`config.mk`:
```
export PLATFORM = sky130hd
export DESIGN_NAME = mem_stage
export DESIGN_NICKNAME = d
export VERILOG_FILES = /design/src/rtl/rv32i_types.sv /design/src/rtl/mem_stage_load_align.sv /design/src/rtl/mem_stage.sv
export SDC_FILE = /design/constraint.sdc
export NUM_CORES = 1
export LEC_CHECK = 0
export BUFFER_PORTS_ARGS = -buffer_cell sky130_fd_sc_hd__buf_2
export CORE_MARGIN = 2
export CORE_UTILIZATION = 44
export DETAILED_ROUTE_END_ITERATION = 10
export GPL_ROUTABILITY_DRIVEN = 0
export HOLD_SLACK_MARGIN = 0.03
export PLACE_DENSITY = 0.82
export SKIP_CTS_REPAIR_TIMING = 1
export SLEW_MARGIN = 20
export SYNTH_ARGS = -nofsm -noshare
export SYNTH_HDL_FRONTEND = slang
export SYNTH_SLANG_ARGS = --single-unit
```
`constraint.sdc`:
```
create_clock -name clk -period 2.3 [get_ports clk]
set_input_delay 0.345 -clock clk [delete_from_list [all_inputs] [get_ports clk]]
set_output_delay 0.345 -clock clk [all_outputs]
set_load 0.03 [all_outputs]
```
`src/rtl/rv32i_types.sv`:
```
// Shared RV32I encodings used by the memory pipeline stage and its helpers.
// Pure types/constants: no latency, no flow control.
// Stage FSM states are plain localparams so legacy code can compare against them.
package rv32i_types;

    typedef enum logic [2:0] {
        lb  = 3'b000,
        lh  = 3'b001,
        lw  = 3'b010,
        lbu = 3'b100,
        lhu = 3'b101
    } load_funct3_t;

    typedef enum logic [2:0] {
        sb = 3'b000,
        sh = 3'b001,
        sw = 3'b010
    } store_funct3_t;

    typedef logic [1:0] mem_state_t;
    localparam mem_state_t IDLE = 2'd0;
    localparam mem_state_t REQ  = 2'd1;
    localparam mem_state_t HOLD = 2'd2;

    // funct3[1:0] encodes the access width for both loads and stores
    localparam logic [1:0] SIZE_BYTE = 2'b00;
    localparam logic [1:0] SIZE_HALF = 2'b01;
    localparam logic [1:0] SIZE_WORD = 2'b10;

endpackage

```
`src/rtl/mem_stage_load_align.sv`:
```
// Load formatter: lane-shifts a memory word and sign/zero-extends per funct3.
// Purely combinational, zero latency.
// No flow control; unknown funct3 yields zero.
module load_align
    import rv32i_types::*;
(
    input  logic [31:0] word,
    input  logic [1:0]  off,
    input  logic [2:0]  funct3,
    output logic [31:0] data
);

    logic [31:0] shifted;

    assign shifted = word >> {off, 3'b000};

    always_comb begin
        data = '0;
        case (funct3)
            lb:      data = {{24{shifted[7]}}, shifted[7:0]};
            lbu:     data = {24'b0, shifted[7:0]};
            lh:      data = {{16{shifted[15]}}, shifted[15:0]};
            lhu:     data = {16'b0, shifted[15:0]};
            lw:      data = shifted;
            default: data = '0;
        endcase
    end

endmodule

```
`src/rtl/mem_stage.sv`:
```
// MEM stage: issues data-memory read/write, formats load data for MEM/WB.
// Latency: request in the access cycle, stalls until the resp pulse (best case 1 stall cycle).
// Backpressure: holds the pipe via mem_stall; a resp under ext_stall is parked in HOLD, never re-issued.
module mem_stage
    import rv32i_types::*;
#(
    parameter bit ALIGN_CHECK = 1'b1
) (
    input  logic        clk,
    input  logic        rst_n,
    input  logic        valid_MEM,
    input  logic        mem_read_MEM,
    input  logic        mem_write_MEM,
    input  logic [2:0]  funct3_MEM,
    input  logic [31:0] ALU_out_MEM,
    input  logic [31:0] rs2_MEM,
    input  logic        ext_stall,
    input  logic        data_mem_resp,
    input  logic [31:0] data_mem_rdata,
    output logic        data_mem_read,
    output logic        data_mem_write,
    output logic [31:0] data_mem_address,
    output logic [3:0]  data_mem_mbe,
    output logic [31:0] data_mem_wdata,
    output logic [31:0] load_data,
    output logic        mem_stall,
    output logic        misalign
);

    mem_state_t  state_q;
    mem_state_t  state_d;
    logic [31:0] rdata_q;

    logic [1:0]  off;
    logic [1:0]  size;
    logic        mem_op;
    logic        access;
    logic        req_active;
    logic        is_store;
    logic        load_done;
    logic [3:0]  mbe_raw;
    logic [31:0] src_word;
    logic [31:0] formatted;

    assign off    = ALU_out_MEM[1:0];
    assign size   = funct3_MEM[1:0];
    assign mem_op = valid_MEM & (mem_read_MEM | mem_write_MEM);

    assign misalign = ALIGN_CHECK & mem_op &
                      (((size == SIZE_HALF) & off[0]) | ((size == SIZE_WORD) & (off != 2'b00)));

    assign access     = mem_op & ~misalign;
    assign req_active = ((state_q == IDLE) & access) | (state_q == REQ);
    // read wins when both control bits are set
    assign is_store   = mem_write_MEM & ~mem_read_MEM;

    always_comb begin
        mbe_raw = 4'b1111;
        if (!mem_read_MEM) begin
            case (size)
                SIZE_BYTE: mbe_raw = 4'b0001 << off;
                SIZE_HALF: mbe_raw = 4'b0011 << off;
                default:   mbe_raw = 4'b1111;
            endcase
        end
    end

    assign data_mem_read    = mem_read_MEM & req_active;
    assign data_mem_write   = is_store & req_active;
    assign data_mem_address = req_active ? {ALU_out_MEM[31:2], 2'b00} : 32'b0;
    assign data_mem_mbe     = req_active ? mbe_raw : 4'b0;
    assign data_mem_wdata   = req_active ? (rs2_MEM << {off, 3'b000}) : 32'b0;

    always_comb begin
        state_d   = state_q;
        mem_stall = 1'b0;
        case (state_q)
            IDLE: begin
                mem_stall = access;
                if (access) state_d = REQ;
            end
            REQ: begin
                mem_stall = ~data_mem_resp;
                if (data_mem_resp) state_d = ext_stall ? HOLD : IDLE;
            end
            HOLD: begin
                if (!ext_stall) state_d = IDLE;
            end
            default: state_d = IDLE;
        endcase
    end

    always_ff @(posedge clk or negedge rst_n) begin
        if (!rst_n) begin
            state_q <= IDLE;
            rdata_q <= '0;
        end else begin
            state_q <= state_d;
            if ((state_q == REQ) && data_mem_resp) rdata_q <= data_mem_rdata;
        end
    end

    assign load_done = mem_read_MEM & ~misalign &
                       (((state_q == REQ) & data_mem_resp) | (state_q == HOLD));
    assign src_word  = (state_q == HOLD) ? rdata_q : data_mem_rdata;

    load_align u_load_align (
        .word   (src_word),
        .off    (off),
        .funct3 (funct3_MEM),
        .data   (formatted)
    );

    assign load_data = load_done ? formatted : 32'b0;

endmodule

```
### Yosys cells after proc, flatten, opt, wreduce, memory -nomap -nowiden

Index checks and enable logic that the tools add are counted.

* register bits: 34
* latch bits: 0
* memory bits (writable): 0
* memory bits (read-only): 0
* input bits: 106
* output and inout bits: 104
* logic and storage cells: 56
* memories: 0

* $add $sub $neg: 0
* $mul: 0
* divide/modulo/power cells: 0
* $lt $le $gt $ge: 0
* equality and inequality tests: 11
* shift operators: 4
* mux-type cells: 14
* bitwise gates (word level): 19
* reductions and logical operators: 6

Operators by type and width (number)
* case mux 32 bit (5 select lines): 1
* 2-to-1 mux 32 bit: 4
* << shifter 32 x 5 -> 32 bit: 1
* right shift 32 x 5 -> 32 bit: 1
* AND 1 bit: 12
* 2-to-1 mux 2 bit: 4
* 2-to-1 mux 4 bit: 2
* case mux 4 bit (2 select lines): 1
* == test 3 bit (second input constant): 2
* inequality test 2 bit (second input constant): 3
* case mux 2 bit (3 select lines): 1
* == test 2 x 1 -> 1 bit (second input constant): 2
* == test 2 bit (second input constant): 2
* logical NOT 2 bit: 2
* bitwise OR 1 bit: 4
* << shifter 1 x 2 -> 4 bit (first input constant): 1
* << shifter 2 x 2 -> 4 bit (first input constant): 1
* == test 3 x 1 -> 1 bit (second input constant): 1
* == test 3 x 2 -> 1 bit (second input constant): 1
* logical NOT 3 bit: 1
* NOT 1 bit: 3
* AND reduction 3 bit: 1
* case mux 1 bit (2 select lines): 1
* nonzero test 2 bit: 1
* logical AND 1 bit: 1

### Depth between registers and ports, before layout

Gate-level depths: netlist of the first run.

* word-level depth: 9
* mapped depth: 8
* depth with buffers taken out: 5

### Cells and area by module

A second synthesis of the first run with hierarchy kept.

* cell total of the unflattened synthesis: 501
* area, all modules: 4519.3 um^2

Modules (own cells, without submodules)
* mem_stage: instances 1, cells each 386, area an instance 3602.2 um^2, sequential area each 850.8 um^2
* load_align: instances 1, cells each 115, area an instance 917.1 um^2, sequential area each 0.0 um^2

### Worst setup path after synthesis of the first run

OpenSTA, ideal clock, no wires.

* kind: input-to-output
* from: input ALU_out_MEM[1]
* to: output load_data[4]
* arrival time: 2210 ps
* data required time: 1955 ps
* path slack: -255 ps
* cell stages on the path: 7
* path buffers: 2
* path through: clkbuf_2 nor2_2 o22ai_1 nor2b_1 nand4b_1 buf_2 nor3_1

* longest elaborated chain between the ends: 8
* elaborated cells on any way between the ends: 10
* classes of those cells: shift: 1; mux: 2; bitwise: 6; reduce/logical: 1

RTL lines
* start: declaration: line mem_stage.sv:15 `input logic [31:0] ALU_out_MEM,`
* nonzero test 2 bit: line mem_stage.sv:50 `(((size == SIZE_HALF) & off[0]) | ((size == SIZE_WORD) & (off != 2'b00)));`
* AND 1 bit: line mem_stage.sv:50
* bitwise OR 1 bit: line mem_stage.sv:50
* AND 1 bit: line mem_stage.sv:49 `assign misalign = ALIGN_CHECK & mem_op &`
* net misalign: line mem_stage.sv:27 `output logic misalign`
* NOT 1 bit: line mem_stage.sv:103 `assign load_done = mem_read_MEM & ~misalign &`
* AND 1 bit (2 in series): line mem_stage.sv:103
* 2-to-1 mux 32 bit: line mem_stage.sv:114 `assign load_data = load_done ? formatted : 32'b0;`
* end: declaration: line mem_stage.sv:25 `output logic [31:0] load_data,`

The timed path passes the listed nets, and every way through them passes these cells.

### Final worst setup path of the first run

* from: register state_q[0]
* to: output load_data[22]

* longest elaborated chain between the ends: 5
* elaborated cells on any way between the ends: 9
* classes of those cells: eq/ne: 2; shift: 1; mux: 3; bitwise: 3

RTL lines
* start: declaration: line mem_stage.sv:30 `mem_state_t state_q;`
* start signal: assignment: line mem_stage.sv:98 `state_q <= state_d;`
* == test 2 bit or == test 2 x 1 -> 1 bit (tied branches): line mem_stage.sv:104, mem_stage.sv:105
* 2-to-1 mux 32 bit or AND 1 bit (tied branches): line mem_stage.sv:105, mem_stage.sv:104
* right shift 32 x 5 -> 32 bit or bitwise OR 1 bit (tied branches): line mem_stage_load_align.sv:15, mem_stage.sv:104
* case mux 32 bit (5 select lines) or AND 1 bit (tied branches): line mem_stage_load_align.sv:19, mem_stage.sv:103
* 2-to-1 mux 32 bit *: line mem_stage.sv:114

Every way passes the cells marked *; elsewhere a longest branch is shown, timed or not.

==> impl_metrics.tcl, run 1 <==
set metrics [dict create \
    status "finished with violations" \
    violations "negative setup slack" \
    m1WireLength_um 4624 \
    vias 4039 \
    grt_pass1_wl_um 18910 \
    max_freq_mhz 398.0 \
    tritoncts "yes" \
    report.final.slew_viol_count 0 \
    critPathArrivalTime_ns 2.17 \
    grt-ovfl-total 0 \
    cts_buffer_depth 2 \
    cap_violations 0 \
    r2r-end "rdata_q[16]" \
    io_pins 210 \
    wirelength_um 12540 \
    yosysUniqueCellTypes 39 \
    startpoint_type "flop" \
    drive_gt1_frac 0.5286 \
    crit_chain "nand2b_4 > mux2i_2 > a32oi_2 > nand4b_4 > buf_12 > a31oi_1 > buf_2" \
    synth_area_leaders "dfrtp_1 25%, mux2_2 12%, mux2i_1 11%" \
    post-route-period-util 1.092 \
    timing.slew.headroom 0.4893 \
    cp_data_required_time_ns 1.96 \
    drtIter0Drc 241 \
    synthCells 413 \
    synth_ff_type "dfrtp_1" \
    power_density_mw_per_mm2 629.6 \
    synthArstFlopShare 1.000 \
    highest_layer "met4" \
    synth_top_area_cell "dfrtp_1" \
    htreeDepth 2 \
    ys_warn_count 0 \
    crit_path_top_delay_cell "dfrtp_1" \
    combPwrFrac 0.528 \
    fillers 598 \
    fin_util 0.6904 \
    cts.sinks 34 \
    multi_input_area_mm2 0.002492 \
    syn_to_final_growth_pct 50.65 \
    syn-cell-area_mm2 0.003359 \
    crit_path_end_kind "output pin" \
    crit_fanout 24 \
    antenna_found_initial 0 \
    postRouteAntennaNets 0 \
    p_switching_uw 1347 \
    r2r_start "state_q[0]" \
    grt_usage 0.2782 \
    regArea_um2 850.8 \
    dieWidth_um 91.38 \
    num_rows 31 \
    min_path_type "in -> async" \
    start_util 0.4583 \
    post_drt_wl_per_cell_um 17.19 \
    worst_pin_slew_ns 0.7660 \
    cts_made_buffers 5 \
    rsz0062_at_grt "yes" \
    drc 0 \
    port_buffers 207 \
    final_nets 735 \
    ys_seq_area_frac 0.2533 \
    internal_power_uw 1839 \
    die_y_um 91.38 \
    diodes 0 \
    path_clk_slew_ns 0.07 \
    dieArea_mm2 0.008350 \
    synth_top_area_share 0.2533 \
    power_frac_clock 0.145 \
    vias_per_cell 5.540 \
    power_leakage_uw 0.002563 \
    grt_pass1_vias 3863 \
    ir_drop_mv 0.4841 \
    finalInstanceArea_mm2 0.005061 \
    dp.final_hpwl_um 9485 \
    synth.avg_cell_area_um2 8.134 \
    switching_share 0.4228 \
    r2r_slack_ns 0.57 \
    cpPeakStageDelay_ns 0.42 \
    dr_wl_met3_um 938 \
    setup_slack_ns -0.2123 \
    cts_root_buffer "clkbuf_8" \
    skew_ns 0.003862 \
    synth_edf_count 0 \
    grt_max_degree 35 \
    report.final.setup_viol 30 \
    clk-insertion-delay-late_ns 0.29 \
    finalCriticalPeriod_ns 2.512 \
    placed_area_mm2 0.004671 \
    ys_ff_latch 34 \
    path_class "reg -> out" \
    wl_met2_um 6760 \
    hold_viol 0 \
    r2r_cells 5 \
    core_mm2 0.007331 \
    seq_power_share 0.326 \
    dr.pass1.iters 5 \
]
-- final cells by class --
| class | count | area share |
|---|---|---|
| multi-input combinational | 339 | 0.4925 |
| timing repair buffer | 246 | 0.2947 |
| sequential | 34 | 0.1681 |
| tap | 99 | 0.02447 |
| clock buffer | 7 | 0.01706 |
| inverter | 3 | 0.002225 |
| clock inverter | 1 | 0.0009889 |
-- state kept, by name, indices dropped and copies added (netlist names) --
name,flops
rdata_q,32
state_q,2
-- worst max path at each step --
stage                    end            from  slack [ns]  cells past startpoint
3_3_place_gp   load_data[12]      state_q[1]        0.13                      7
3_5_place_dp   load_data[22]      state_q[1]        0.08                      7
6_report       load_data[22]      state_q[0]       -0.21                      7
2_1_floorplan  load_data[24]  ALU_out_MEM[1]       -0.11                      7
5_1_grt        load_data[22]      state_q[0]       -0.31                      7
4_1_cts        load_data[22]      state_q[1]       -0.26                      7
-- critical path: cells and delay by family (launching register included) --
kind | cells | cell delay [ns]
flops | 1 | 0.42
compound gates | 2 | 0.47
buf+inv | 2 | 0.41
simple gates | 2 | 0.35
mux | 1 | 0.20
-- per-stage QoR --
step	hold slack, ns	TNS (ns)	instances	setup slack (ns)	total power, uW
after CTS	0.1535	-5.822	721	-0.2574	3062
after detailed placement	0.4680	0	713	0.07765	2598
final	0.1236	-4.137	729	-0.2123	3187
after global placement	0.4548	0	713	0.1317	2537
after floorplan	0.04941	-1.545	414	-0.1050	2080
after global routing	0.1958	-7.184	729	-0.3054	3363
-- power groups by stage --
stage / logic (uW) / clock network [uW] / registers [uW]
floorplan: 1110 / 0 / 974
global route: 1800 / 497 / 1070
finish: 1680 / 463 / 1040
global placement: 1540 / 0 / 1000
detailed placement: 1580 / 0 / 1020
CTS: 1580 / 471 / 1010
-- layout by cell type (no fill, tap or decap), types with 2 or more instances in the layout --
| cell type | n |
|---|---|
| inv_1 | 3 |
| nor2_2 | 4 |
| nor3_1 | 10 |
| and2_1 | 32 |
| buf_12 | 5 |
| nand2_1 | 43 |
| o21a_1 | 3 |
| o21ai_0 | 5 |
| a32oi_1 | 4 |
| clkbuf_8 | 6 |
| a211oi_1 | 15 |
| a21oi_1 | 18 |
| buf_6 | 8 |
| mux2_2 | 34 |
| a21oi_2 | 5 |
| mux2i_1 | 27 |
| nor2_1 | 44 |
| and3_1 | 8 |
| buf_2 | 193 |
| o21ai_1 | 7 |
| o221ai_2 | 3 |
| o22ai_1 | 7 |
| nor3_2 | 3 |
| buf_4 | 38 |
| conb_1 | 2 |
| mux2i_4 | 3 |
| mux2i_2 | 7 |
| dfrtp_1 | 34 |
| a31oi_2 | 5 |
| a31oi_1 | 13 |
| nand2b_1 | 6 |
| clkbuf_16 | 2 |
| nor2b_1 | 10 |
| mux4_2 | 3 |
-- synthesized netlist by cell type, drive strengths merged (5+ instances only) --
| cell type | n |
|---|---|
| and3 | 8 |
| a21oi | 23 |
| a32oi | 5 |
| mux2i | 37 |
| o21ai | 12 |
| nor2b | 11 |
| a31oi | 18 |
| clkbuf | 17 |
| a211oi | 16 |
| buf | 21 |
| and2 | 32 |
| nor2 | 49 |
| nor3 | 13 |
| mux2 | 35 |
| nand2b | 7 |
| nand2 | 44 |
| o22ai | 8 |
| dfrtp | 34 |
-- per-layer routing --
layer	GRT usage	vias to the layer above
li1	-	1902
met1	0.3128	1917
met5	0	-
met2	0.5263	200
met3	0.04564	20
met4	0.09091	0
-- cells by family after synthesis --
kind of cell	count (synthesis)	synth area share
buf+inv	41	0.06703
mux	75	0.2477
other cells	1	0.001116
simple gates	169	0.2484
flops	34	0.2533
compound gates	93	0.1825
Power figures use the tool's default switching activity.
==> run 2: changes to the inputs <==
==> constraint.sdc (replaced) <==
create_clock -name clk -period 2.3 [get_ports clk]
set_input_delay 0.575 -clock clk [delete_from_list [all_inputs] [get_ports clk]]
set_output_delay 0.575 -clock clk [all_outputs]
set_load 0.03 [all_outputs]
==> run 2 against run 1 <==
The flow now stops in global routing (5_1_grt). Synthesized cell count unchanged. Synthesized area unchanged.
==> impl_metrics.tcl, run 2 <==
set metrics [dict create \
    dieWidth_um 91.38 \
    synthTopCellsByCount "48 x nor2_1, 44 x nand2_1, 37 x mux2i_1" \
    synth_ff_type "dfrtp_1" \
    yosysUniqueCellTypes 39 \
    synthArstFlopShare 1.000 \
    htreeDepth 2 \
    cts_buffer_depth 2 \
    die_y_um 91.38 \
    worst_path_end_type "primary output" \
    synth.avg_cell_area_um2 8.134 \
    synth_edf_count 0 \
    ys_warn_count 0 \
    grt_max_degree 35 \
    ys_ff_latch 34 \
    synth_area_leaders "dfrtp_1 25%, mux2_2 12%, mux2i_1 11%" \
    status "did not finish" \
    synth_top_area_cell "dfrtp_1" \
    num_rows 31 \
    lastStage "global routing (5_1_grt)" \
    start_util 0.4583 \
    syn-cell-area_mm2 0.003359 \
    cts_made_buffers 5 \
    cts.sinks 34 \
    io_pins 210 \
    cts_root_buffer "clkbuf_8" \
    ys_seq_area_frac 0.2533 \
    crit_endpoint "load_data[19]" \
    pre_cts_slack_ns -0.3421 \
    port_buffers 207 \
    synth_top_area_share 0.2533 \
    synth.most_common_cell "nor2_1" \
    dp.final_hpwl_um 11500 \
    synthCells 413 \
    place_inst 779 \
    stop_error "[ERROR DPL-0038] Utilization greater than 100%, impossible to legalize" \
]
## run 2: cell counts after synthesis
Identical to the previous run, type by type.
## run 2: cell families after synthesis
family	share of synthesized area
DFF	0.2533
and+or+nand+nor	0.2484
other	0.001116
muxes	0.2477
buffers and inverters	0.06703
AOI/OAI and AO/OA	0.1825
## run 2: through the flow
stage               instance area, um2  hold slack (ns)    util
CTS                               6082           0.3751  0.8297
detailed placement                5944           0.4921  0.8109
global placement                  5944           0.4859  0.8109
floorplan                         4235           0.2794       -
==> run 3: changes to the inputs <==
Settings changed: CORE_UTILIZATION 44 to 35, HOLD_SLACK_MARGIN 0.03 to default, PLACE_DENSITY 0.82 to default, PLACE_DENSITY_LB_ADDON from default to 0.15.
==> run 3 against run 2 <==
The flow now finishes, with violations (negative setup slack).
==> impl_metrics.tcl, run 3 (synthesized netlist as in run 1, its figures left out) <==
set metrics [dict create \
    status "finished with violations" \
    drtIter0Drc 177 \
    htreeDepth 2 \
    critPathArrivalTime_ns 2.27 \
    core_mm2 0.009284 \
    finalSetupTns_ns -25.33 \
    dieArea_mm2 0.01040 \
    met1_usage 0.3053 \
    grt-ovfl-total 0 \
    grt_usage 0.2450 \
    port_buffers 207 \
    max_freq_mhz 351.2 \
    postRouteAntennaNets 0 \
    fin_util 0.8205 \
    num_rows 35 \
    crit_fanout 8 \
    final_nets 822 \
    switching_share 0.4109 \
    vias 4561 \
    met2_usage 0.4337 \
    placed_area_mm2 0.006032 \
    hold_viol 0 \
    min_path_type "in -> async" \
    r2r_slack_ns 0.68 \
    largest_reg_flops 32 \
    path_clk_slew_ns 0.07 \
    finalNonFillerCells 847 \
    worst_pin_slew_ns 0.7972 \
    startpoint_type "flop" \
    tritoncts "yes" \
    dr.pass1.iters 5 \
    skew_ns 0.005181 \
    place_inst 814 \
    r2r_cells 4 \
    cts_buffer_depth 2 \
    fillers 543 \
    finalCriticalPeriod_ns 2.847 \
    mostFrequentLayoutCells "114 x buf_6, 107 x buf_2, 89 x buf_4" \
    grt_max_degree 35 \
    drive_gt1_frac 0.7643 \
    antenna_found_initial 1 \
    r2r_start "state_q[1]" \
    r2r-end "rdata_q[18]" \
    cts_made_buffers 5 \
    violations "negative setup slack" \
    whs_ns 0.3714 \
    post_drt_wl_per_cell_um 19.69 \
    rsz0062_at_grt "yes" \
    report.final.slew_viol_count 0 \
    drc 0 \
    combPwrFrac 0.641 \
    power_frac_clock 0.110 \
    cp_data_required_time_ns 1.73 \
    cap_violations 0 \
    power_leakage_uw 0.003290 \
    vias_per_cell 5.385 \
    clk-insertion-delay-late_ns 0.29 \
    syn_to_final_growth_pct 126.7 \
    largest-register "rdata_q" \
    grt_pass1_vias 4086 \
    ir_drop_mv 0.4916 \
    path_class "reg -> out" \
    power_density_mw_per_mm2 555.7 \
    start_util 0.3619 \
    dieWidth_um 102.0 \
    setup_slack_ns -0.5472 \
    cts.sinks 34 \
    crit_path_end_kind "output pin" \
    met3_usage 0.04241 \
    final_common_cell "buf_6" \
    report.final.setup_viol 100 \
    dp.final_hpwl_um 10640 \
    grt_busiest_layer "met2" \
    finalInstanceArea_mm2 0.007617 \
    p_switching_uw 1739 \
    reg_top3 "rdata_q x32, state_q x2" \
    die_y_um 102.0 \
    internal_power_uw 2494 \
    timing.slew.headroom 0.4685 \
    grt_pass1_wl_um 20150 \
    seq_power_share 0.249 \
    cts_root_buffer "clkbuf_8" \
    post-route-period-util 1.238 \
    wirelength_um 16670 \
    io_pins 210 \
]
[run 3: stage by stage]
| stage | total power (uW) | setup slack [ns] |
|---|---|---|
| after floorplan | 2362 | -0.3141 |
| after global placement | 2995 | -0.3428 |
| after detailed placement | 3045 | -0.3670 |
| after CTS | 3512 | -0.6610 |
| after global routing | 4420 | -0.5977 |
| final | 4233 | -0.5472 |
[run 3: final cells by class]
type,count,area [um2],share of cell area
multi-input combinational,339,3525,0.4627
timing repair buffer,333,2970,0.3899
sequential,34,852.1,0.1119
tap,129,161.4,0.02119
clock buffer,7,86.33,0.01133
inverter,3,15.01,0.001971
clock inverter,1,5.005,0.0006570
antenna,1,2.502,0.0003285
[run 3: worst max-delay path, cell delays in order, from the launching register on]
cell and delay, ns:
dfrtp_2 0.44, nand2b_4 0.15, buf_12 0.16, mux2i_4 0.28, nor2_2 0.09, o31ai_4 0.36, clkbuf_16 0.26, a31oi_4 0.09
buf_6 0.15
[run 3: how the worst max path moves through the flow]
stage	cells after the start	startpoint	slack [ns]	endpoint
after floorplan	7	state_q[0]	-0.31	load_data[21]
after global placement	9	ALU_out_MEM[0]	-0.34	load_data[6]
after detailed placement	9	ALU_out_MEM[0]	-0.37	load_data[2]
after CTS	8	state_q[1]	-0.66	load_data[15]
after global routing	8	state_q[1]	-0.60	load_data[31]
final	8	state_q[1]	-0.55	load_data[31]
[run 3: power by group through the flow]
stage | combinational (uW) | sequential [uW] | clock (uW)
after floorplan | 1380 | 980 | 0
after global placement | 1990 | 1000 | 0
after detailed placement | 2030 | 1020 | 0
after CTS | 2030 | 1000 | 474
after global routing | 2840 | 1080 | 501
final | 2710 | 1050 | 467
[run 3: per-layer routing]
| metal | share of wire | wire length, um |
|---|---|---|
| met1 | 0.39 | 6455 |
| met2 | 0.51 | 8561 |
| met3 | 0.061 | 1012 |
| met4 | 0.039 | 645 |
| met5 | 0 | 0 |
==> run 4: changes to the inputs <==
--- a/config.mk
+++ b/config.mk
@@ -6,4 +6,5 @@
 export NUM_CORES = 1
 export LEC_CHECK = 0
+export ABC_AREA = 1
 export BUFFER_PORTS_ARGS = -buffer_cell sky130_fd_sc_hd__buf_2
 export CORE_MARGIN = 2
@@ -11,4 +12,5 @@
 export DETAILED_ROUTE_END_ITERATION = 10
 export GPL_ROUTABILITY_DRIVEN = 0
+export HOLD_SLACK_MARGIN = 0.02
 export PLACE_DENSITY_LB_ADDON = 0.15
 export SKIP_CTS_REPAIR_TIMING = 1
==> constraint.sdc (replaced) <==
create_clock -name clk -period 2.3 [get_ports clk]
set_input_delay 0.575 -clock clk [delete_from_list [all_inputs] [get_ports clk]]
set_output_delay 0.575 -clock clk [all_outputs]
set_load 0.05 [all_outputs]
==> run 4 against run 3 <==
The run still ends with negative setup slack left. Sequential share of layout area down 0.37 points. Via count up 23%. First-iteration DRC count rose to 3.2 times the previous value. Clock power up 45%. Critical path depth unchanged. Utilization down 6.1 points. Fmax up 8.1%. Count of clock-buffer cells in the layout down 2. Clock skew about the same. Critical path type unchanged.
==> impl_metrics.tcl, run 4 <==
set metrics [dict create \
    critPathBufInv 3 \
    hold_viol 0 \
    cts_made_buffers 5 \
    crit_path_end_kind "output pin" \
    cp_data_required_time_ns 1.73 \
    htreeDepth 2 \
    cap_violations 0 \
    dr.pass1.iters 9 \
    drtIter0Drc 575 \
    synth_top_area_cell "dfrtp_1" \
    cts.sinks 34 \
    synthTopCellsByCount "158 x nand2_1, 67 x inv_1, 61 x o21ai_0" \
    largest-register "rdata_q" \
    synth.avg_cell_area_um2 6.149 \
    regArea_um2 852.1 \
    synthCells 610 \
    reg_top3 "rdata_q x32, state_q x2" \
    diodes 0 \
    grt_max_degree 49 \
    grt_usage 0.2420 \
    dp.final_hpwl_um 11810 \
    tritoncts "yes" \
    met1_usage 0.3507 \
    drive_gt1_frac 0.5652 \
    report.final.slew_viol_count 0 \
    ys_ff_latch 34 \
    post_drt_wl_per_cell_um 18.63 \
    finalCriticalPeriod_ns 2.634 \
    yosysUniqueCellTypes 33 \
    io_pins 210 \
    vias 5620 \
    critPathTopFamily "simple AND/OR/NAND/NOR gates" \
    crit_top_cell "buf_6" \
    rsz0062_at_grt "yes" \
    status "finished with violations" \
    synth_ff_type "dfrtp_1" \
    cpPeakStageDelay_ns 0.46 \
    power_density_mw_per_mm2 623.9 \
    largest_reg_flops 32 \
    synth_area_leaders "dfrtp_1 23%, nand2_1 16%, o21ai_0 8.1%" \
    worst_pin_slew_ns 0.7982 \
    synthArstFlopShare 1.000 \
    r2r_start "state_q[1]" \
    num_rows 37 \
    finalSetupTns_ns -15.73 \
    ys_warn_count 0 \
    dieArea_mm2 0.01156 \
    fin_total_pwr_uw 4914 \
    clk-insertion-delay-late_ns 0.29 \
    start_util 0.3617 \
    syn-cell-area_mm2 0.003751 \
    synth.most_common_cell "nand2_1" \
    mostFrequentLayoutCells "138 x nand2_1, 102 x buf_2, 98 x buf_6" \
    core_mm2 0.01037 \
    critPathArrivalTime_ns 2.06 \
    postRouteAntennaNets 0 \
    grt_pass1_vias 4601 \
    met3_usage 0.02603 \
    crit_chain "buf_4 > nor2_4 > nand2_1 > nand2_2 > nand4_1 > buf_6 > nor3_4 > buf_6" \
    ys_seq_area_frac 0.2268 \
    power_leakage_uw 0.003779 \
    ir_drop_mv 0.3979 \
    timing.slew.headroom 0.4679 \
    drc 0 \
    path_clk_slew_ns 0.08 \
    synth_edf_count 0 \
    die_y_um 107.5 \
    cts_buffer_depth 2 \
    report.final.setup_viol 100 \
    crit_path_top_delay_cell "dfrtp_2" \
    min_path_type "in -> async" \
    crit_fanout 8 \
    wirelength_um 18810 \
    synth_top_area_share 0.2268 \
    syn_to_final_growth_pct 110.0 \
    dieWidth_um 107.5 \
    grt_busiest_layer "met2" \
    r2r_slack_ns 0.65 \
    port_buffers 207 \
    fillers 706 \
    startpoint_type "flop" \
    path_class "reg -> out" \
    final_nets 979 \
    vias_per_cell 5.564 \
    r2r_cells 8 \
    multi_input_area_mm2 0.003612 \
    r2r-end "rdata_q[30]" \
    violations "negative setup slack" \
    skew_ns 0.005391 \
    grt-ovfl-total 0 \
    grt_pass1_wl_um 22740 \
    final_common_cell "nand2_1" \
    max_freq_mhz 379.7 \
    antenna_found_initial 0 \
    post-route-period-util 1.145 \
    cts_root_buffer "clkbuf_8" \
    met2_usage 0.3877 \
    setup_slack_ns -0.3339 \
]
-- run 4: changes by cell type after synthesis, moves of 25 or more --
| cell | previous run | this run |
|---|---|---|
| a21oi_1 | 23 | 48 |
| nor2_1 | 48 | 16 |
| inv_1 | 3 | 67 |
| mux2_2 | 35 | 0 |
| nand3_1 | 0 | 52 |
| nand2_1 | 44 | 158 |
| a21boi_0 | 0 | 31 |
| mux2i_1 | 37 | 0 |
| and2_1 | 32 | 0 |
| o21ai_0 | 12 | 61 |
-- run 4: area by class of cell --
type	count	share of cell area
clock buffers	5	0.008737
flip-flops and latches	34	0.1082
clock inverters	3	0.008737
multi-input cells	461	0.4586
well taps	136	0.02160
inverters	72	0.04369
repair buffers	299	0.3504
-- run 4: worst max path at each step --
stage                     depth (start not counted)  slack (ns)                 end           start
after floorplan                                   6       -0.36        load_data[0]  ALU_out_MEM[0]
final                                             8       -0.33        load_data[0]      state_q[1]
after detailed placement                          9       -0.40  data_mem_wdata[28]  ALU_out_MEM[0]
after CTS                                        10       -0.48       load_data[10]      state_q[0]
after global routing                             11       -0.42       load_data[31]      state_q[0]
after global placement                            9       -0.38  data_mem_wdata[28]  ALU_out_MEM[0]
-- run 4: power breakdown --
group	internal [uW]	switching [uW]
Clock	434	241
Sequential	846	119
Combinational	1240	2030
-- run 4: stage by stage --
step / std cells / util / instance area [um2] / hold WS (ns) / setup slack, ns
global placement: 977 / 0.5938 / 6157 / 0.4700 / -0.3807
floorplan: 611 / - / 4551 / 0.2794 / -0.3621
CTS: 985 / 0.6070 / 6295 / 0.3863 / -0.4848
detailed placement: 977 / 0.5938 / 6157 / 0.4798 / -0.4042
finish: 1010 / 0.7595 / 7876 / 0.3680 / -0.3339
global route: 1010 / 0.7595 / 7876 / 0.4189 / -0.4225
-- run 4: per-layer routing --
metal / part of all wire / vias up
met4: 0.031 / 0
li1: - / 2577
met3: 0.076 / 66
met2: 0.50 / 343
met5: 0 / -
met1: 0.39 / 2634
-- run 4: kinds of logic (layout without fill, tap and decap cells) --
kind of cell    Yosys count  in the layout  share of synthesized area
compound gates          195            195                     0.3209
buf+inv                 123            379                     0.1501
flops                    34             34                     0.2268
other cells               1              2                  0.0009997
simple gates            257            264                     0.3012
-- run 4: worst register-to-register path, delay by kind of cell (launching register included) --
kind	cells	cell delay (ns)
buf+inv	4	0.73
simple gates	3	0.29
compound gates	1	0.08
flops	1	0.46
